[config.mk]
export PLATFORM = sky130hd
export DESIGN_NAME = sprite_renderer
export DESIGN_NICKNAME = d
export VERILOG_FILES = /design/src/rtl/sprite_renderer.sv
export SDC_FILE = /design/constraint.sdc
export NUM_CORES = 1
export LEC_CHECK = 0
export BUFFER_PORTS_ARGS = -buffer_cell sky130_fd_sc_hd__buf_2
export CORE_ASPECT_RATIO = 0.8
export CORE_MARGIN = 3
export CORE_UTILIZATION = 40
export CTS_CLUSTER_SIZE = 30
export DETAILED_ROUTE_END_ITERATION = 7
export PLACE_DENSITY = 0.63
export SYNTH_ARGS = -nofsm -noshare
export SYNTH_HDL_FRONTEND = slang
export SYNTH_SLANG_ARGS = --single-unit
export TNS_END_PERCENT = 5
[constraint.sdc]
create_clock -name i_pix_clk -period 6 [get_ports i_pix_clk]
set_input_delay 0.3 -clock i_pix_clk [delete_from_list [all_inputs] [get_ports i_pix_clk]]
set_output_delay 0.3 -clock i_pix_clk [all_outputs]
set_load 0.01 [all_outputs]
[src/rtl/sprite_renderer.sv]
// Pixel-colour stage: square sprite over a background, x moved by debounced buttons, y bounces per frame.
// Optional 32-px grid on the background when GRID_OVERLAY_EN is defined.
module sprite_renderer #(
    parameter int          H_RES     = 800,
    parameter int          V_RES     = 600,
    parameter int          SPR_SIZE  = 32,
    parameter int          STEP      = 4,
    parameter int          DB_CYCLES = 400000,
    parameter logic [23:0] BG_RGB    = 24'h101040
) (
    input  logic        i_pix_clk,
    input  logic        i_rst_n,
    input  logic [15:0] i_sx,
    input  logic [15:0] i_sy,
    input  logic        i_hs,
    input  logic        i_vs,
    input  logic        i_de,
    input  logic [2:0]  i_btn,
    output logic [7:0]  o_red,
    output logic [7:0]  o_green,
    output logic [7:0]  o_blue,
    output logic        o_hs,
    output logic        o_vs,
    output logic        o_de
);

    localparam int CW = ($clog2(DB_CYCLES) < 1) ? 1 : $clog2(DB_CYCLES);
    localparam logic [CW-1:0] DB_MAX = CW'(DB_CYCLES - 1);
    localparam logic [15:0] X_MAX  = 16'(H_RES - SPR_SIZE);
    localparam logic [15:0] X_INIT = 16'((H_RES - SPR_SIZE) / 2);
    localparam logic [15:0] Y_MAX  = 16'(V_RES - SPR_SIZE);
    localparam logic [15:0] STEP16 = 16'(STEP);
    localparam logic signed [16:0] H_LIM = 17'(H_RES);
    localparam logic signed [16:0] V_LIM = 17'(V_RES);
    localparam logic signed [16:0] SZ17  = 17'(SPR_SIZE);

    typedef enum logic {DOWN, UP} y_state_t;

    logic [2:0]    btn_s1, btn_s2, btn_db;
    logic [CW-1:0] db_cnt [3];
    logic          vs_prev, db2_prev, frame_tick;
    logic [15:0]   spr_x, spr_y, x_next, y_next;
    logic [16:0]   x_dec, x_inc, y_inc;
    logic [1:0]    colour_idx;
    y_state_t      y_state, y_next_state;
    logic [23:0]   pix_rgb, spr_rgb, bg_rgb;
    logic signed [16:0] sx_e, sy_e, spr_xe, spr_ye;
    logic          active, in_spr;

    // Button synchroniser and per-bit debounce
    always_ff @(posedge i_pix_clk or negedge i_rst_n) begin
        if (!i_rst_n) begin
            btn_s1 <= '0;
            btn_s2 <= '0;
            btn_db <= '0;
            for (int unsigned i = 0; i < 3; i++) db_cnt[i] <= '0;
        end else begin
            btn_s1 <= i_btn;
            btn_s2 <= btn_s1;
            for (int unsigned i = 0; i < 3; i++) begin
                if (btn_s2[i] == btn_db[i]) begin
                    db_cnt[i] <= '0;
                end else if (db_cnt[i] == DB_MAX) begin
                    btn_db[i] <= btn_s2[i];
                    db_cnt[i] <= '0;
                end else begin
                    db_cnt[i] <= db_cnt[i] + 1'b1;
                end
            end
        end
    end

    assign frame_tick = i_vs & ~vs_prev;

    // X motion: one bit of headroom makes underflow/overflow visible before clamping
    assign x_dec = {1'b0, spr_x} - {1'b0, STEP16};
    assign x_inc = {1'b0, spr_x} + {1'b0, STEP16};
    assign y_inc = {1'b0, spr_y} + {1'b0, STEP16};

    always_comb begin
        x_next = spr_x;
        if (btn_db[0] && !btn_db[1])
            x_next = x_dec[16] ? '0 : x_dec[15:0];
        else if (btn_db[1] && !btn_db[0])
            x_next = (x_inc > {1'b0, X_MAX}) ? X_MAX : x_inc[15:0];
    end

    // Y FSM: state register, next-state, output
    always_ff @(posedge i_pix_clk or negedge i_rst_n) begin
        if (!i_rst_n) begin
            y_state <= DOWN;
            spr_x   <= X_INIT;
            spr_y   <= '0;
            vs_prev <= 1'b0;
        end else begin
            vs_prev <= i_vs;
            if (frame_tick) begin
                y_state <= y_next_state;
                spr_x   <= x_next;
                spr_y   <= y_next;
            end
        end
    end

    always_comb begin
        y_next_state = y_state;
        case (y_state)
            DOWN: if (y_inc >= {1'b0, Y_MAX}) y_next_state = UP;
            UP:   if (spr_y <= STEP16)        y_next_state = DOWN;
            default: y_next_state = DOWN;
        endcase
    end

    always_comb begin
        y_next = spr_y;
        case (y_state)
            DOWN: y_next = (y_inc >= {1'b0, Y_MAX}) ? Y_MAX : y_inc[15:0];
            UP:   y_next = (spr_y <= STEP16) ? '0 : spr_y - STEP16;
            default: y_next = spr_y;
        endcase
    end

    always_ff @(posedge i_pix_clk or negedge i_rst_n) begin
        if (!i_rst_n) begin
            db2_prev   <= 1'b0;
            colour_idx <= '0;
        end else begin
            db2_prev <= btn_db[2];
            if (btn_db[2] && !db2_prev) colour_idx <= colour_idx + 1'b1;
        end
    end

    always_comb begin
        case (colour_idx)
            2'd0:    spr_rgb = 24'hFF0000;
            2'd1:    spr_rgb = 24'h00FF00;
            2'd2:    spr_rgb = 24'h0000FF;
            default: spr_rgb = 24'hFFFFFF;
        endcase
    end

`ifdef GRID_OVERLAY_EN
    assign bg_rgb = (i_sx[4:0] == 5'd0 || i_sy[4:0] == 5'd0) ? 24'h404040 : BG_RGB;
`else
    assign bg_rgb = BG_RGB;
`endif

    assign sx_e   = {i_sx[15], i_sx};
    assign sy_e   = {i_sy[15], i_sy};
    assign spr_xe = {1'b0, spr_x};
    assign spr_ye = {1'b0, spr_y};
    assign active = !sx_e[16] && !sy_e[16] && (sx_e < H_LIM) && (sy_e < V_LIM);
    assign in_spr = (sx_e >= spr_xe) && (sx_e < spr_xe + SZ17) &&
                    (sy_e >= spr_ye) && (sy_e < spr_ye + SZ17);

    always_comb begin
        pix_rgb = '0;
        if (active) pix_rgb = in_spr ? spr_rgb : bg_rgb;
    end

    always_ff @(posedge i_pix_clk or negedge i_rst_n) begin
        if (!i_rst_n) begin
            {o_red, o_green, o_blue} <= '0;
            o_hs <= 1'b0;
            o_vs <= 1'b0;
            o_de <= 1'b0;
        end else begin
            {o_red, o_green, o_blue} <= pix_rgb;
            o_hs <= i_hs;
            o_vs <= i_vs;
            o_de <= i_de;
        end
    end

endmodule

==> reports/results.txt <==
Antenna Nets Post-Route -> 0
Count leader, synth -> nor2_1
Core Rows -> 44
IO Port Bufs -> 66
Synth-to-layout area growth -> 9.37%
Die footprint -> 20700 sq um
# DRC -> 0
Top cells by area, synth -> dfrtp_1 35%, ha_1 12%, nor2_1 5.9%, xnor2_1 5.6%, nand2_1 3.9%
Core ar. -> 18400 sq um
CTS HTree Levels -> 3
Num Clock Sinks -> 107
Post-synth top area share -> 0.345
Die Wd -> 160 um
Ys async rst share -> 1.00
Wire per inst -> 15.3 um
Mapped Cells -> 896
Worst R2R Path Depth -> 12
Main synth FF type -> dfrtp_1
Post-synthesis sequential area ratio -> 0.352
R2R Setup Slk -> 2.52 ns
CTS Buf Count -> 9
Worst Setup Path Type -> reg -> reg
Status -> finished, final reports clean
DP HPWL -> 13600 um
Boundary pin count -> 67
Via-to-Cell Ratio -> 5.50
Clock Pin Slew Worst Setup and Hold Paths -> 0.07 ns
Final setup vio count -> 0
Synthesized Nets -> 1008
FMAX -> 288 MHz
Leakage power -> 3.57 nW
Period utilization -> 0.579
Number of post-CTS setup repair buffers -> 0
Iter 0 DRT Violations -> 562
Wire length of the first global-routing pass -> 30100 um
Synthesized flop and latch total -> 107
Max cap viols -> 0
Synthesized cell area -> 7610 sq um
Post-Route WL -> 18200 um
Fin crit period -> 3.48 ns
Final Max Tran Viols -> 0
Worst Setup End Kind -> flop
GPL Wtd Cong -> 0.919
Startpoint types -> flop
Worst hold stages -> 1
VDD IR-drop max -> 202 uV
CTS root buffer -> clkbuf_16
Antenna fix cells -> 0
Final number of hold-violating endpoints -> 0
Post-synth EDFFs -> 0
Placed Area -> 8030 sq um
Uppermost layer routed -> met4
Critical path arrival -> 3.71 ns
YS warnings -> 0
Yosys top cell by area -> dfrtp_1
Ratio of cells with drive above 1 in the final layout -> 0.111
CTS max path bufs -> 2
Final Skew -> 0.00478 ns
Resized cells post-CTS -> 0
Measured slew at the worst slew-check pin -> 1.05 ns
Multi-input gate area -> 4490 sq um
Remaining Overflow, GRT -> 0
Later-pin clock latency in the skew report -> 0.35 ns
Antenna violations before repair -> 0
Die Ht -> 129 um
Worst-path fanout max -> 13
Pin count of the biggest net entering global routing -> 62
RSZ-0062 raised after global routing -> false
Fill cells -> 1822
Pre-Repair DR Iteration Count -> 5
DR WL met2 -> 7770 um
Worst r2r dst -> o_red[6]
Starting density of the core -> 0.414
DR vias -> 6521
Final Util -> 0.453
TritonCTS clock tree -> yes
Finished Cell Area -> 8330 sq um
WHS Endpoint -> o_hs
Overall power -> 2.06 mW
Hold WC Path Type -> in -> reg
FF/Latch Area -> 2680 sq um
Reg2reg start -> spr_x[8]
Layout Nets -> 1041
Commonest cells in the netlist -> 120 x nor2_1, 105 x dfrtp_1, 79 x nand2_1, 72 x ha_1, 59 x nand3_1
Synthesized area per cell -> 8.50 sq um
Hold path startpoint -> i_hs
Cell area power density -> 247 nW/um^2
Slew margin rel. -> 0.298
CP required -> 6.23 ns
Fin Setup TNS -> 0 ns
GRT Util Overall -> 0.176
Routed wl met3 -> 951 um
Synth cell types -> 66
Vias in the first global route -> 5967
WL met1 -> 9170 um
==> through the flow <==
| stage | setup slack (ns) | hold WS (ns) | std cells |
|---|---|---|---|
| detailed placement | 2.64 | 0.337 | 1170 |
| global route | 2.28 | 0.0278 | 1186 |
| CTS | 2.59 | 0.0333 | 1186 |
| floorplan | 3.16 | 0.00441 | 896 |
| global placement | 2.74 | 0.336 | 1170 |
| finish | 2.52 | 0.0510 | 1186 |
==> state kept, by name, summed over array words and instances (netlist names) <==
signal      cells
o_hs            1
colour_idx      2
btn_s2          3
btn_db          3
btn_s1          3
y_state         1
db2_prev        1
o_de            1
o_red           2
db_cnt         57
o_green         2
spr_x          14
o_blue          2
o_vs            1
spr_y          14
==> cell usage in the layout, fill, tap and decap left out, types with 32 or more instances in the layout <==
master / count
nor3_1: 34
ha_1: 72
nand2_1: 79
inv_1: 46
nand3_1: 59
nor2_1: 120
a21oi_1: 43
xnor2_1: 49
xor2_1: 32
dfrtp_1: 105
o21ai_0: 37
buf_2: 65
==> power by group <==
| group | switching (mW) | total (mW) | internal (mW) |
|---|---|---|---|
| sequential | 0.126 | 0.892 | 0.765 |
| clock | 0.271 | 0.593 | 0.322 |
| combinational | 0.333 | 0.576 | 0.243 |
| total | 0.730 | 2.06 | 1.33 |
==> critical path: stages (launching register included) <==
cell      delay (ns)
dfstp_2         0.66
nand2_1         0.15
nor4_1          0.56
nand2_1         0.11
nor2_1          0.15
xnor2_1         0.14
ha_1            0.26
a21o_1          0.19
a211oi_1        0.22
mux2_2          0.18
o2111a_1        0.18
nand4_1         0.17
nor4_1          0.37
==> metal layers <==
| layer | up-vias | GRT usage |
|---|---|---|
| li1 | 3230 | - |
| met1 | 3090 | 0.259 |
| met2 | 176 | 0.267 |
| met3 | 25 | 0.0348 |
| met4 | 0 | 0.0449 |
| met5 | - | 0 |
==> how the worst max path moves through the flow <==
| stage | startpoint | to | slack [ns] | cells after the start |
|---|---|---|---|---|
| 6_report | spr_x[8] | o_red[6] | 2.52 | 12 |
| 5_1_grt | spr_x[8] | o_red[6] | 2.28 | 12 |
| 4_1_cts | spr_x[8] | o_red[6] | 2.59 | 12 |
| 3_5_place_dp | spr_x[8] | o_red[6] | 2.64 | 12 |
| 3_3_place_gp | spr_x[8] | o_red[4] | 2.74 | 13 |
| 2_1_floorplan | spr_x[9] | o_green[4] | 3.16 | 14 |
==> logic make-up (layout without fill, tap and decap cells) <==
group,after synthesis,count (layout),share of synthesized area
DFF,107,107,0.352
and+or+nand+nor,375,375,0.234
xor gates and xnor gates,81,81,0.0932
AOI/OAI and AO/OA,162,162,0.140
buffers and inverters,96,133,0.0583
muxes,3,3,0.00444
adders and majority gates,72,72,0.118
==> area by class of cell <==
type / count / area share
flip-flops and latches: 107 / 0.322
clock buffers: 9 / 0.0270
multi-input cells: 693 / 0.539
well taps: 253 / 0.0380
repair buffers: 71 / 0.0448
clock inverters: 6 / 0.00796
inverters: 47 / 0.0212
==> repair_timing <==
action	4_1_cts	5_1_grt
endpoints found under the setup margin	0	0
hold buffers	1	0
hold endpoints to repair	46	0
Note: power is estimated with default switching activity, not from simulation.
